File: src/rtl/alu_disp_pkg.sv
// Shared types and constants for the ALU result display path.
// Used by the binary-to-BCD converter and its digit adjust cells.
package alu_disp_pkg;

  typedef enum logic {
    IDLE,
    SHIFT
  } state_e;

  localparam int BCD_DIGIT_W    = 4;
  localparam int ADD3_THRESHOLD = 5;
  localparam int BCD_MAX_DIGIT  = 9;

endpackage

File: src/rtl/alu_bin2bcd_seq_if.sv
// Request/result bundle between the ALU result register
// and the BCD converter feeding the 7-segment decoders.
interface alu_bin2bcd_seq_if #(
  parameter int WIDTH  = 8,
  parameter int DIGITS = 3
);

  logic                  start;
  logic [WIDTH-1:0]      bin_in;
  logic                  signed_mode;
  logic                  busy;
  logic                  done;
  logic [4*DIGITS-1:0]   bcd;
  logic                  neg;

  modport master (
    output start,
    output bin_in,
    output signed_mode,
    input  busy,
    input  done,
    input  bcd,
    input  neg
  );

  modport slave (
    input  start,
    input  bin_in,
    input  signed_mode,
    output busy,
    output done,
    output bcd,
    output neg
  );

endinterface

File: src/rtl/bcd_add3.sv
// Double-dabble digit adjust: adds 3 to a BCD nibble
// that is 5 or more, so the following shift carries correctly.
module bcd_add3
  import alu_disp_pkg::*;
(
  input  logic [BCD_DIGIT_W-1:0] d_i,
  output logic [BCD_DIGIT_W-1:0] d_o
);

  always_comb begin
    d_o = d_i;
    if (d_i >= BCD_DIGIT_W'(ADD3_THRESHOLD))
      d_o = d_i + BCD_DIGIT_W'(3);
  end

endmodule

File: src/rtl/alu_bin2bcd_seq.sv
// Sequential shift-and-add-3 binary-to-BCD converter with
// optional two's-complement input and a separate sign flag.
module alu_bin2bcd_seq
  import alu_disp_pkg::*;
#(
  parameter int WIDTH  = 8,
  parameter int DIGITS = 3
) (
  input  logic              clk,
  input  logic              rst,
  alu_bin2bcd_seq_if.slave  io
);

  localparam int SCR_W = BCD_DIGIT_W * DIGITS;
  localparam int CNT_W = $clog2(WIDTH + 1);

  state_e           state_q, state_d;
  logic [WIDTH-1:0] mag_q, mag_d;
  logic [SCR_W-1:0] scr_q, scr_d;
  logic [SCR_W-1:0] adj;
  logic [CNT_W-1:0] cnt_q, cnt_d;
  logic [SCR_W-1:0] bcd_q, bcd_d;
  logic             sign_q, sign_d;
  logic             neg_q, neg_d;
  logic             busy_q, busy_d;
  logic             done_q, done_d;
  logic [WIDTH-1:0] neg_mag;

  for (genvar g = 0; g < DIGITS; g++) begin : g_adj
    bcd_add3 u_add3 (
      .d_i (scr_q[g*BCD_DIGIT_W +: BCD_DIGIT_W]),
      .d_o (adj[g*BCD_DIGIT_W +: BCD_DIGIT_W])
    );
  end

  // -2^(WIDTH-1) negates to itself, which is the correct magnitude
  assign neg_mag = WIDTH'(0) - io.bin_in;

  always_comb begin
    state_d = state_q;
    mag_d   = mag_q;
    scr_d   = scr_q;
    cnt_d   = cnt_q;
    bcd_d   = bcd_q;
    sign_d  = sign_q;
    neg_d   = neg_q;
    busy_d  = busy_q;
    done_d  = 1'b0;
    unique case (state_q)
      IDLE: begin
        if (io.start) begin
          if (io.signed_mode && io.bin_in[WIDTH-1]) begin
            mag_d  = neg_mag;
            sign_d = 1'b1;
          end else begin
            mag_d  = io.bin_in;
            sign_d = 1'b0;
          end
          scr_d   = '0;
          cnt_d   = CNT_W'(WIDTH);
          busy_d  = 1'b1;
          state_d = SHIFT;
        end
      end
      SHIFT: begin
        {scr_d, mag_d} = {adj[SCR_W-2:0], mag_q, 1'b0};
        cnt_d = cnt_q - CNT_W'(1);
        if (cnt_q == CNT_W'(1)) begin
          bcd_d   = scr_d;
          neg_d   = sign_q;
          done_d  = 1'b1;
          busy_d  = 1'b0;
          state_d = IDLE;
        end
      end
      default: state_d = IDLE;
    endcase
  end

  always_ff @(posedge clk or posedge rst) begin
    if (rst) begin
      state_q <= IDLE;
      mag_q   <= '0;
      scr_q   <= '0;
      cnt_q   <= '0;
      bcd_q   <= '0;
      sign_q  <= 1'b0;
      neg_q   <= 1'b0;
      busy_q  <= 1'b0;
      done_q  <= 1'b0;
    end else begin
      state_q <= state_d;
      mag_q   <= mag_d;
      scr_q   <= scr_d;
      cnt_q   <= cnt_d;
      bcd_q   <= bcd_d;
      sign_q  <= sign_d;
      neg_q   <= neg_d;
      busy_q  <= busy_d;
      done_q  <= done_d;
    end
  end

  assign io.busy = busy_q;
  assign io.done = done_q;
  assign io.bcd  = bcd_q;
  assign io.neg  = neg_q;

endmodule

File: src/flat_wrapper.sv
// flat-port wrapper written by rule: the top's interface ports become plain ports
module alu_bin2bcd_seq_flat import alu_disp_pkg::*;
#(
  parameter int WIDTH  = 8,
  parameter int DIGITS = 3
)
  (clk, rst, io_start, io_bin_in, io_signed_mode, io_busy, io_done, io_bcd, io_neg);
  alu_bin2bcd_seq_if #(.WIDTH(WIDTH), .DIGITS(DIGITS)) io_i ();
  input  logic clk;
  input  logic rst;
  input wire logic [$bits(io_i.start)-1:0] io_start;
  input wire logic [$bits(io_i.bin_in)-1:0] io_bin_in;
  input wire logic [$bits(io_i.signed_mode)-1:0] io_signed_mode;
  output wire logic [$bits(io_i.busy)-1:0] io_busy;
  output wire logic [$bits(io_i.done)-1:0] io_done;
  output wire logic [$bits(io_i.bcd)-1:0] io_bcd;
  output wire logic [$bits(io_i.neg)-1:0] io_neg;
  assign io_i.start = io_start;
  assign io_i.bin_in = io_bin_in;
  assign io_i.signed_mode = io_signed_mode;
  assign io_busy = io_i.busy;
  assign io_done = io_i.done;
  assign io_bcd = io_i.bcd;
  assign io_neg = io_i.neg;
  alu_bin2bcd_seq #(.WIDTH(WIDTH), .DIGITS(DIGITS)) u_core (.clk(clk), .rst(rst), .io(io_i));
endmodule
File: config.mk
export PLATFORM = sky130hd
export DESIGN_NAME = alu_bin2bcd_seq_flat
export DESIGN_NICKNAME = d
export VERILOG_FILES = /design/src/rtl/alu_disp_pkg.sv /design/src/rtl/alu_bin2bcd_seq_if.sv /design/src/rtl/bcd_add3.sv /design/src/rtl/alu_bin2bcd_seq.sv /design/src/flat_wrapper.sv
export SDC_FILE = /design/constraint.sdc
export NUM_CORES = 1
export LEC_CHECK = 0
export BUFFER_PORTS_ARGS = -buffer_cell sky130_fd_sc_hd__buf_2
export CAP_MARGIN = 15
export CELL_PAD_IN_SITES_DETAIL_PLACEMENT = 0
export CELL_PAD_IN_SITES_GLOBAL_PLACEMENT = 1
export CORE_MARGIN = 8
export CORE_UTILIZATION = 40
export CTS_CLUSTER_SIZE = 25
export DETAILED_ROUTE_END_ITERATION = 8
export GPL_ROUTABILITY_DRIVEN = 0
export PLACE_DENSITY = 0.82
export SETUP_SLACK_MARGIN = 0.05
export SLEW_MARGIN = 0
export SYNTH_ARGS = -nofsm -noshare
export SYNTH_HDL_FRONTEND = slang
export SYNTH_SLANG_ARGS = --single-unit
export TNS_END_PERCENT = 1
File: constraint.sdc
create_clock -name clk -period 1.4 [get_ports clk]
set_input_delay 0.07 -clock clk [delete_from_list [all_inputs] [get_ports clk]]
set_output_delay 0.07 -clock clk [all_outputs]
set_load 0.05 [all_outputs]
---- Word level (Yosys, flattened, before mapping) ----
Cells that the tools add are included.
storage, ports and cells
  flip-flop bits (word level) ............. 41
  bits of input ports ..................... 12
cells by class
  $add $sub $neg .......................... 5
  order comparisons ....................... 3
  equality and inequality tests ........... 3
  muxes and demuxes ....................... 19
  bitwise gates (word level) .............. 1
  reductions and logical operators ........ 4
operator list
  operator                                                               number
  12-bit one-hot mux with 2 select lines                                 1
  8-bit two-way mux                                                      2
  8-bit one-hot mux with 2 select lines                                  1
  4-bit by 3-bit >= comparator with 1-bit output, second input constant  3
  12-bit two-way mux                                                     1
  4-bit two-way mux                                                      3
  4-bit by 2-bit adder with 4-bit output, second input constant          2
  4-bit one-hot mux with 2 select lines                                  1
  1-bit by 8-bit subtractor with 8-bit output, first input constant      1
  1-bit two-way mux                                                      7
  2-bit AND reduction                                                    3
  4-bit by 1-bit == test with 1-bit output, second input constant        1
  2-bit inequality test, second input constant                           2
  1-bit one-hot mux with 2 select lines                                  2
  4-bit by 1-bit subtractor with 4-bit output, second input constant     1
  3-bit by 2-bit adder with 3-bit output, second input constant          1
  3-bit two-way mux                                                      1
  1-bit logical AND                                                      1
  1-bit inverter                                                         1

---- Longest topological paths before layout ----
  word-level depth ........................ 4
  gate-level depth with buffers ........... 6
  depth with buffers taken out ............ 6

---- By module ----
From an unflattened synthesis, not the netlist that was laid out.
unflattened totals
  cell total of the unflattened synthesis .. 218
  area total of the unflattened synthesis .. 2143.3 um^2
by module, submodules not included
  module           times used  cells an instance  area an instance (um^2)  sequential area each (um^2)
  alu_bin2bcd_seq  1           170                1839.3                   1026.0
  bcd_add3         3           16                 101.3                    0.0

---- Worst setup path after synthesis ----
No wires, ideal clock.
  kind .................................... flip-flop to flip-flop
  from .................................... register u_core.scr_q[0]
  to ...................................... register u_core.bcd_q[2] (netlist: u_core.io.bcd[2])
  arrival time ............................ 1.404 ns
  path slack .............................. -0.087 ns
  stages on the path, launching flop included .. 7
  cell sequence ........................... dfrtp_1 -> inv_1 -> ha_1 -> nand2b_1 -> a21oi_1 -> mux2_2 -> o21ai_0
on the way
  word-level cells in the longest chain between the ends .. 2
  elaborated cells on any way between the ends .. 3
  those cells by class .................... add/sub (1); order compare (1); mux (1)
RTL lines
  element                                                                                                          RTL line                        text
  start, declared                                                                                                  alu_bin2bcd_seq.sv:19           logic [SCR_W-1:0] scr_q, scr_d;
  start signal, assigned                                                                                           alu_bin2bcd_seq.sv:94           scr_q <= scr_d;
  4-bit by 2-bit adder with 4-bit output / 4-bit by 3-bit >= comparator with 1-bit output (equally long branches)  bcd_add3.sv:13, bcd_add3.sv:12
  4-bit two-way mux *                                                                                              bcd_add3.sv:12                  if (d_i >= BCD_DIGIT_W'(ADD3_THRESHOLD))
  end signal, assigned                                                                                             alu_bin2bcd_seq.sv:86           bcd_q <= '0;
  end signal, assigned                                                                                             alu_bin2bcd_seq.sv:96           bcd_q <= bcd_d;
  end, declared                                                                                                    alu_bin2bcd_seq.sv:22           logic [SCR_W-1:0] bcd_q, bcd_d;
Mark *: on every way between the ends. The rest lies on a longest branch, timed or not.
A chain may end at the register's enable or synchronous reset.

---- Worst setup path in the final report ----
  from .................................... register u_core.scr_q[4]
  to ...................................... register u_core.scr_q[6]
on the way
  word-level cells in the longest chain between the ends .. 3
  elaborated cells on any way between the ends .. 4
  those cells by class .................... add/sub (1); order compare (1); mux (2)
RTL lines
  element                                                                                                          RTL line                        text
  4-bit by 2-bit adder with 4-bit output / 4-bit by 3-bit >= comparator with 1-bit output (equally long branches)  bcd_add3.sv:13, bcd_add3.sv:12
  4-bit two-way mux *                                                                                              bcd_add3.sv:12
  12-bit one-hot mux with 2 select lines *                                                                         alu_bin2bcd_seq.sv:49           unique case (state_q)
Marks and branches as above.

==> metrics <==
status=complete, but fails checks; failing checks=negative setup slack; IO Pins=27; #FFs+latches synth=41; Layout Cells excl Fill=322; Final Instance Area=2640 um2; multi-input logic area=1110 um2; Die W=88.0 um; pwr dens=2480 nW/um2; final clock skew=0.00436 ns; leading post-synthesis cells by cell area=dfrtp_1 49%, mux2i_1 5.8%, ha_1 5.4%; die area=7750 um2; CTS tree=done; final setup margin=-0.0251 ns; Arr. time, crit path=1.64 ns; Max IR drop VDD=956 uV; crit path time final=1.43 ns; final wirelength=4.35 mm; unrepaired setup endpoints after global routing=true; worst setup path class=reg2reg; path type of the worst min-delay path=in2reg; Seq/Total Area, Yosys=49.5%; final hold vios=0; Syn Area/Cell=10.0 um2; Mapped Cells=207; cell taking the most area after synthesis=dfrtp_1; maximum buffer depth of the clock tree=2; CP startpoint kind=register; commonest non-fill, non-tap cell in the layout=dfrtp_1; Hold Worst Slack=0.0634 ns; Tcrit/Tclk final=102%; commonest cells after routing, fill and taps aside=41 x dfrtp_1, 26 x buf_2, 24 x nand2_1, 19 x buf_4; worst skew pair latency=0.29 ns; initial antenna violation count=0; pin count of the biggest net entering global routing=42; CP Max Fanout=4; Max transition margin=66.5%; final setup TNS=-0.0351 ns; Wirelength per Cell=13.5 um; Antenna Cells=0; DRT iter0 DRCs=76; placed cell area=2430 um2; grt ovf=0; fmax=702 MHz; number of port buffers=26; number of global-route vias before repair=1642; DRT antenna net count=0; Filler cells=447; Clk Tree Root Cell=clkbuf_8; Final #Nets=273; area grow syn2layout=27.3%; top-area cell type share of the netlist area=49.5%; storage element area=1030 um2; via density per instance=4.85; cts bufs inserted=5; CTS clock-pin slew for the worst setup and hold paths=0.08 ns; layout cell share with drive strength beyond 1=32.5%; Synth Warn #=0; Num Clock Sinks=41; DP HPWL=3.06 mm; Netlist cell types=31; crit end category=register; Slowest-stage cell, CP=dfrtp_1; CP cell instances=ha_2 > nand2b_4 > a21oi_4 > mux2_4 > mux2i_1; DRC viols=0; P_leak=1.28 nW; H-Tree Depth=2; vias=1563; worst path required time=1.61 ns; global-route wire length before repair=7.65 mm; Total GRT Usage=12.7%; Setup Viol. Count Final=2; CP max stage delay=0.42 ns; die height=88.0 um; Worst-Margin Slew=0.502 ns; max-cap violations=0; Mapped Nets=228; Slew Limit Fails=0; effective utilization at floorplan=41.1%; Core Footprint=5040 um2; cell row count=26; Initial DRT Pass Iterations=4; placed insts=307; Synth Cell Area=2070 um2
## per-layer routing
| metal | track usage, % | routed length, um |
|---|---|---|
| met2 | 20.5 | 1980 |
| met3 | 3.85 | 195 |
| met1 | 15.1 | 2060 |
| met4 | 6.45 | 112 |
| met5 | 0 | 0 |
## power breakdown
part	switching (W)	internal, W	leakage [nW]
logic	0.00204	0.00160	0.718
clock network	0.000393	0.000391	0.0443
registers	0.000410	0.00171	0.519
total	0.00284	0.00371	1.28
## Yosys cell counts
master,instances
nand2b_1,14
ha_1,9
a21o_1,4
a311oi_1,2
o21bai_2,1
o21ai_0,17
a31oi_1,1
nor2b_1,2
nor3_1,2
mux2_2,4
a32o_1,1
inv_1,11
nand3_1,3
or4_4,1
o311ai_1,1
a21oi_1,12
o41ai_2,1
clkinv_1,1
o31ai_1,2
buf_2,2
a22oi_1,1
nor3b_1,9
or3_1,1
xnor2_1,7
xor2_1,1
nor2_1,12
mux2i_1,12
o21ai_1,2
nand2_1,24
clkbuf_1,6
dfrtp_1,41
## sequential cells by signal, indices dropped and copies added, names as in the netlist
register,flops
u_core.cnt_q,4
u_core.io.bcd,12
u_core.io.busy,1
u_core.io.done,1
u_core.io.neg,1
u_core.mag_q,8
u_core.scr_q,12
u_core.sign_q,1
u_core.state_q,1
## worst max-delay path: cells and delay by family (launching register included)
kind | cells | cell delay, ns
adder cells (fa/ha/maj) | 1 | 0.19
AND/OR/NAND/NOR | 1 | 0.14
multiplexers | 2 | 0.46
flip-flops | 1 | 0.42
AO/OA/AOI/OAI | 1 | 0.14
## cell type report
class                   instances  area share [%]
flip-flops and latches         41            38.8
inverters                      12            1.71
multi-input cells             146            42.2
clock buffers                   7            3.27
well taps                      70            3.32
repair buffers                 46            10.7
## repair_timing
action / in CTS / in global routing
setup buffers: 6 / 1
pin swaps: 6 / 7
resized for setup: 5 / 12
endpoints found under the setup margin: 8 / 19
hold buffers: 1 / 0
hold endpoints to repair: 41 / 0
## path summary, 6_finish.rpt
kind / startpoint / end / slack (ns) / cells after the start
hold / removal: io_bin_in[7] / u_core.mag_q[7]$_DFFE_PP0P_ / 0.06 / 3
hold reg to reg: u_core.io.bcd[3]$_DFFE_PP0P_ / u_core.io.bcd[3]$_DFFE_PP0P_ / 0.47 / 2
setup reg to reg: u_core.scr_q[4]$_DFFE_PP0P_ / u_core.scr_q[6]$_DFFE_PP0P_ / -0.03 / 5
setup / recovery: u_core.scr_q[4]$_DFFE_PP0P_ / u_core.scr_q[6]$_DFFE_PP0P_ / -0.03 / 5
max in group asynchronous: rst / u_core.io.bcd[1]$_DFFE_PP0P_ / 0.61 / 4
min in group asynchronous: rst / u_core.scr_q[3]$_DFFE_PP0P_ / 0.44 / 4
## per-stage QoR
stage | util, % | power [W] | setup WS, ns
global route | 52.4 | 0.00706 | -0.0978
floorplan | - | 0.00458 | 0.0435
global placement | 48.2 | 0.00529 | 0.0300
CTS | 51.5 | 0.00642 | -0.0167
finish | 52.4 | 0.00654 | -0.0251
detailed placement | 48.2 | 0.00538 | -0.0154
## kinds of logic (layout without fill, tap and decap cells)
logic type	count (synthesis)	count (layout)	share of synthesized area (%)
adder cells (fa/ha/maj)	9	9	5.43
AND/OR/NAND/NOR	68	68	16.6
AO/OA/AOI/OAI	45	45	13.4
XOR/XNOR	8	8	3.38
flip-flops	41	41	49.5
multiplexers	16	16	7.96
buffers and inverters	20	65	3.74
Power figures use the tool's default switching activity.
